==> src/rtl/seg_display_scan.sv <==
// Four-digit multiplexed seven-segment driver for the stopwatch time value.
// Scans one common-anode digit per refresh slot and blinks the adjusted field.
module seg_display_scan #(
    parameter int REFRESH_DIV = 100000,
    parameter int BLINK_DIV   = 25000000
) (
    input  logic       clk,
    input  logic       reset,
    input  logic [3:0] min1,
    input  logic [3:0] min0,
    input  logic [3:0] sec1,
    input  logic [3:0] sec0,
    input  logic       adjust,
    input  logic       select,
    output logic [6:0] seg,
    output logic [3:0] an,
    output logic       dp
);
    localparam int RC_W = $clog2(REFRESH_DIV);
    localparam int BC_W = $clog2(BLINK_DIV);
    localparam logic [RC_W-1:0] RC_MAX = RC_W'(REFRESH_DIV - 1);
    localparam logic [BC_W-1:0] BC_MAX = BC_W'(BLINK_DIV - 1);

    logic [RC_W-1:0] rc;
    logic [1:0]      idx;
    logic [BC_W-1:0] bc;
    logic            ph;
    logic [3:0]      sh_min1, sh_min0, sh_sec1, sh_sec0;
    logic            frame_end;
    logic [3:0]      digit;
    logic            blank;
    logic [6:0]      seg_next;
    logic [3:0]      an_next;
    logic            dp_next;

    function automatic logic [6:0] decode(input logic [3:0] d);
        case (d)
            4'd0:    decode = 7'b1000000;
            4'd1:    decode = 7'b1111001;
            4'd2:    decode = 7'b0100100;
            4'd3:    decode = 7'b0110000;
            4'd4:    decode = 7'b0011001;
            4'd5:    decode = 7'b0010010;
            4'd6:    decode = 7'b0000010;
            4'd7:    decode = 7'b1111000;
            4'd8:    decode = 7'b0000000;
            4'd9:    decode = 7'b0010000;
            default: decode = 7'b1111111;
        endcase
    endfunction

    assign frame_end = (rc == RC_MAX) && (idx == 2'd3);

    always_ff @(posedge clk or posedge reset) begin
        if (reset) begin
            rc  <= '0;
            idx <= 2'd0;
        end else if (rc == RC_MAX) begin
            rc  <= '0;
            idx <= idx + 2'd1;
        end else begin
            rc <= rc + RC_W'(1);
        end
    end

    // Snapshot on the same edge idx wraps to 0, so a frame never mixes two time values.
    always_ff @(posedge clk or posedge reset) begin
        if (reset) begin
            sh_min1 <= 4'd0;
            sh_min0 <= 4'd0;
            sh_sec1 <= 4'd0;
            sh_sec0 <= 4'd0;
        end else if (frame_end) begin
            sh_min1 <= min1;
            sh_min0 <= min0;
            sh_sec1 <= sec1;
            sh_sec0 <= sec0;
        end
    end

    always_ff @(posedge clk or posedge reset) begin
        if (reset) begin
            bc <= '0;
            ph <= 1'b0;
        end else if (!adjust) begin
            bc <= '0;
            ph <= 1'b0;
        end else if (bc == BC_MAX) begin
            bc <= '0;
            ph <= ~ph;
        end else begin
            bc <= bc + BC_W'(1);
        end
    end

    always_comb begin
        digit = sh_sec0;
        case (idx)
            2'd0:    digit = sh_sec0;
            2'd1:    digit = sh_sec1;
            2'd2:    digit = sh_min0;
            default: digit = sh_min1;
        endcase
        // idx[1] separates the seconds pair (0,1) from the minutes pair (2,3).
        blank    = adjust && ph && (select ? !idx[1] : idx[1]);
        an_next  = 4'b1111;
        seg_next = 7'b1111111;
        dp_next  = 1'b1;
        if (!blank) begin
            an_next[idx] = 1'b0;
            seg_next     = decode(digit);
            dp_next      = (idx != 2'd2);
        end
    end

    always_ff @(posedge clk or posedge reset) begin
        if (reset) begin
            an  <= 4'b1111;
            seg <= 7'b1111111;
            dp  <= 1'b1;
        end else begin
            an  <= an_next;
            seg <= seg_next;
            dp  <= dp_next;
        end
    end

endmodule

==> config.mk <==
export PLATFORM = sky130hd
export DESIGN_NAME = seg_display_scan
export DESIGN_NICKNAME = d
export VERILOG_FILES = /design/src/rtl/seg_display_scan.sv
export SDC_FILE = /design/constraint.sdc
export NUM_CORES = 1
export LEC_CHECK = 0
export ABC_AREA = 1
export CAP_MARGIN = 25
export CORE_UTILIZATION = 55
export CTS_BUF_LIST = sky130_fd_sc_hd__clkbuf_4
export CTS_CLUSTER_SIZE = 16
export DETAILED_ROUTE_END_ITERATION = 8
export PLACE_DENSITY_LB_ADDON = 0.08
export SYNTH_ARGS = -nofsm -noshare
export SYNTH_HDL_FRONTEND = slang
export SYNTH_SLANG_ARGS = --single-unit
==> constraint.sdc <==
create_clock -name clk -period 3.3 [get_ports clk]
set_input_delay 0.495 -clock clk [delete_from_list [all_inputs] [get_ports clk]]
set_output_delay 0.495 -clock clk [all_outputs]
set_load 0.05 [all_outputs]
==> results_dict.tcl <==
set metrics [dict create \
    overflow 0 \
    first_iter_violations 252 \
    synthArstFlopShare_pct 100 \
    pwr_density_cell_nw_per_um2 373 \
    antenna_cells 0 \
    initial_core_util_pct 57.0 \
    dp_slack_ps 1120 \
    die_area_um2 7380 \
    cts_setup_buffers 0 \
    path_buf_inv 1 \
    yosysSeqAreaShare_pct 46.9 \
    ir_drop_mv 0.214 \
    rows 30 \
    core_area_um2 6790 \
    max_cap_viol_count 0 \
    tightest_slew_ps 734 \
    met3_usage_pct 3.66 \
    critPathTopFamily "buffers and inverters" \
    regArea_um2 1820 \
    detail_route.wl_per_cell_um 12.2 \
    worst_slack_ps 1060 \
    fin_tns_setup_ps 0 \
    drtPass1Iterations 4 \
    outcome "finished clean" \
    synth_area_um2 3870 \
    yosysTopAreaCellShare_pct 39.4 \
    dp_hpwl_um 5760 \
    path_cells "clkdlybuf4s50_1" \
    timing.final.crit_period_ps 2240 \
    remaining_drc_errors 0 \
    layout.nets 583 \
    tritoncts "built" \
    synth.largest_area_cell "dfrtp_1" \
    cp_max_fo 2 \
    cp-end-kind "output port" \
    synth.net_count 546 \
    cts_hold_buf 0 \
    postSynthCellCount 516 \
    dp_cells 638 \
    place_congestion 0.902 \
    fin_cells 654 \
    layout_worst_path_cycle_share_pct 67.8 \
    portBuffers 31 \
    cts.sinks 72 \
    hold_viol_final 0 \
    rsz0062_at_grt "no" \
    antenna_left 0 \
    grt_use_met1_pct 32.9 \
    grt_max_degree 73 \
    design_area_um2 4460 \
    cp-start-kind "register" \
    clock_latency_ps 410 \
    drt_wl_total_um 7960 \
    met2_usage_pct 36.8 \
    setup-violations-final 0 \
    num_vias 3286 \
    synth_cell_types 32 \
    busiest_layer "met2" \
    crit_required_ps 2800 \
    clk_pin_slew_ps 110 \
    cts_made_buffers 9 \
    fmax_ghz 0.447 \
    synth_common_cells "165 x nand2_1, 89 x nor2_1, 61 x dfrtp_1, 55 x inv_1, 37 x nand3_1" \
    crit_slowest_cell "clkdlybuf4s50_1" \
    hold_class "reg2reg" \
    ios 32 \
    antenna_found_initial 0 \
    drive_gt1_share_pct 8.06 \
    cts-htree-levels 3 \
    via_per_inst 5.02 \
    relSlewSlack_pct 50.5 \
    synth_edf_count 0 \
    critical-path-max-stage-delay_ps 800 \
    nFillCells 585 \
    place_area_um2 4270 \
    synth_most_common_cell "nand2_1" \
    synth_seq_cells 72 \
    ctsResizeCount 0 \
    skew_ps 16.3 \
    ys_dominant_reg_cell "dfrtp_1" \
    cts_root_buffer "clkbuf_4" \
    report.final.slew_viol_count 0 \
    grt_pass1_vias 3095 \
    fp.dieW_um 85.9 \
    grt_usage_pct 23.8 \
    multiInputGateArea_um2 1790 \
    yosysWarningCount 0 \
    grt_pass1_wl_um 13800 \
    die_y_um 85.9 \
    area_delta_synth_final_pct 15.0 \
    criticalPathCategory "reg2out" \
    cp.arrival_ps 1740 \
    clk_path_buf_depth 2 \
    cellLeakagePower_nw 1.96 \
    synth_area_per_cell_um2 7.51 \
    ys_top_cells_by_area "dfrtp_1 39%, nand2_1 16%, nor2_1 8.6%" \
]
==> power by group <==
| part | total [mW] | switching [mW] | internal, mW |
|---|---|---|---|
| logic | 0.0621 | 0.0342 | 0.0279 |
| registers | 0.892 | 0.00433 | 0.888 |
| clock network | 0.710 | 0.320 | 0.390 |
| total | 1.66 | 0.358 | 1.31 |
==> metrics by stage <==
| step | hold WS [ps] | power [mW] | utilization (%) |
|---|---|---|---|
| after floorplan | 433 | 0.935 | - |
| after global placement | 450 | 0.971 | 62.9 |
| after detailed placement | 462 | 0.973 | 62.9 |
| after CTS | 476 | 1.68 | 65.6 |
| after global routing | 487 | 1.73 | 65.6 |
| final | 471 | 1.66 | 65.6 |
==> layout by cell type (no fill, tap or decap) <==
| master | instances |
|---|---|
| nand2_4 | 1 |
| clkinv_1 | 1 |
| nor2_8 | 1 |
| clkinv_2 | 2 |
| dfstp_2 | 11 |
| o21ai_0 | 25 |
| nand3_1 | 37 |
| or2_2 | 1 |
| a21boi_2 | 1 |
| inv_2 | 3 |
| bufinv_16 | 3 |
| dfrtp_1 | 61 |
| clkdlybuf4s50_1 | 31 |
| a21oi_1 | 5 |
| nand2_1 | 165 |
| nand2_2 | 5 |
| xnor2_1 | 5 |
| o21ai_2 | 1 |
| nor2_2 | 3 |
| buf_12 | 1 |
| o21ai_1 | 1 |
| nor3_1 | 4 |
| a31oi_1 | 2 |
| o21bai_1 | 1 |
| nand3_2 | 1 |
| nor3b_1 | 2 |
| xor2_1 | 12 |
| nor2_1 | 89 |
| clkbuf_4 | 10 |
| nand4_1 | 8 |
| ha_1 | 10 |
| inv_1 | 54 |
| clkinvlp_4 | 1 |
==> logic make-up after synthesis <==
logic type / share of synthesized area [%]
AND/OR/NAND/NOR: 34.1
flip-flops: 46.9
buffers and inverters: 6.94
AO/OA/AOI/OAI: 5.04
XOR/XNOR: 3.84
adder cells (fa/ha/maj): 3.23
==> flip-flops by register name, indices dropped and copies added (netlist names) <==
| register | flops |
|---|---|
| idx | 2 |
| an | 4 |
| sh_min0 | 4 |
| rc | 17 |
| sh_sec1 | 4 |
| sh_sec0 | 4 |
| bc | 25 |
| sh_min1 | 4 |
| seg | 7 |
| ph | 1 |
==> worst paths after layout <==
check / startpoint / endpoint / slack, ps / cells past startpoint
worst min-delay path: rc[0] / rc[0] / 470 / 1
worst min register to register: rc[0] / rc[0] / 470 / 1
worst max-delay path: an[2] / dp / 1060 / 1
max in group asynchronous: reset / an[3] / 2480 / 3
min in group asynchronous: reset / sh_min0[0] / 480 / 3
worst max register to register: idx[0] / seg[5] / 1200 / 10
==> metal layers <==
| layer | part of all wire, % | routed length, um |
|---|---|---|
| met2 | 47 | 3710 |
| met4 | 1.4 | 113 |
| met1 | 49 | 3880 |
| met3 | 3.2 | 255 |
| met5 | 0 | 0 |
==> cell type report <==
| type | instances | area share, % |
|---|---|---|
| sequential | 72 | 40.7 |
| multi-input combinational | 380 | 40.2 |
| timing repair buffer | 32 | 7.41 |
| inverter | 58 | 4.88 |
| tap | 96 | 2.70 |
| clock inverter | 6 | 2.41 |
| clock buffer | 10 | 1.68 |
(Power assumes the default switching activity.)
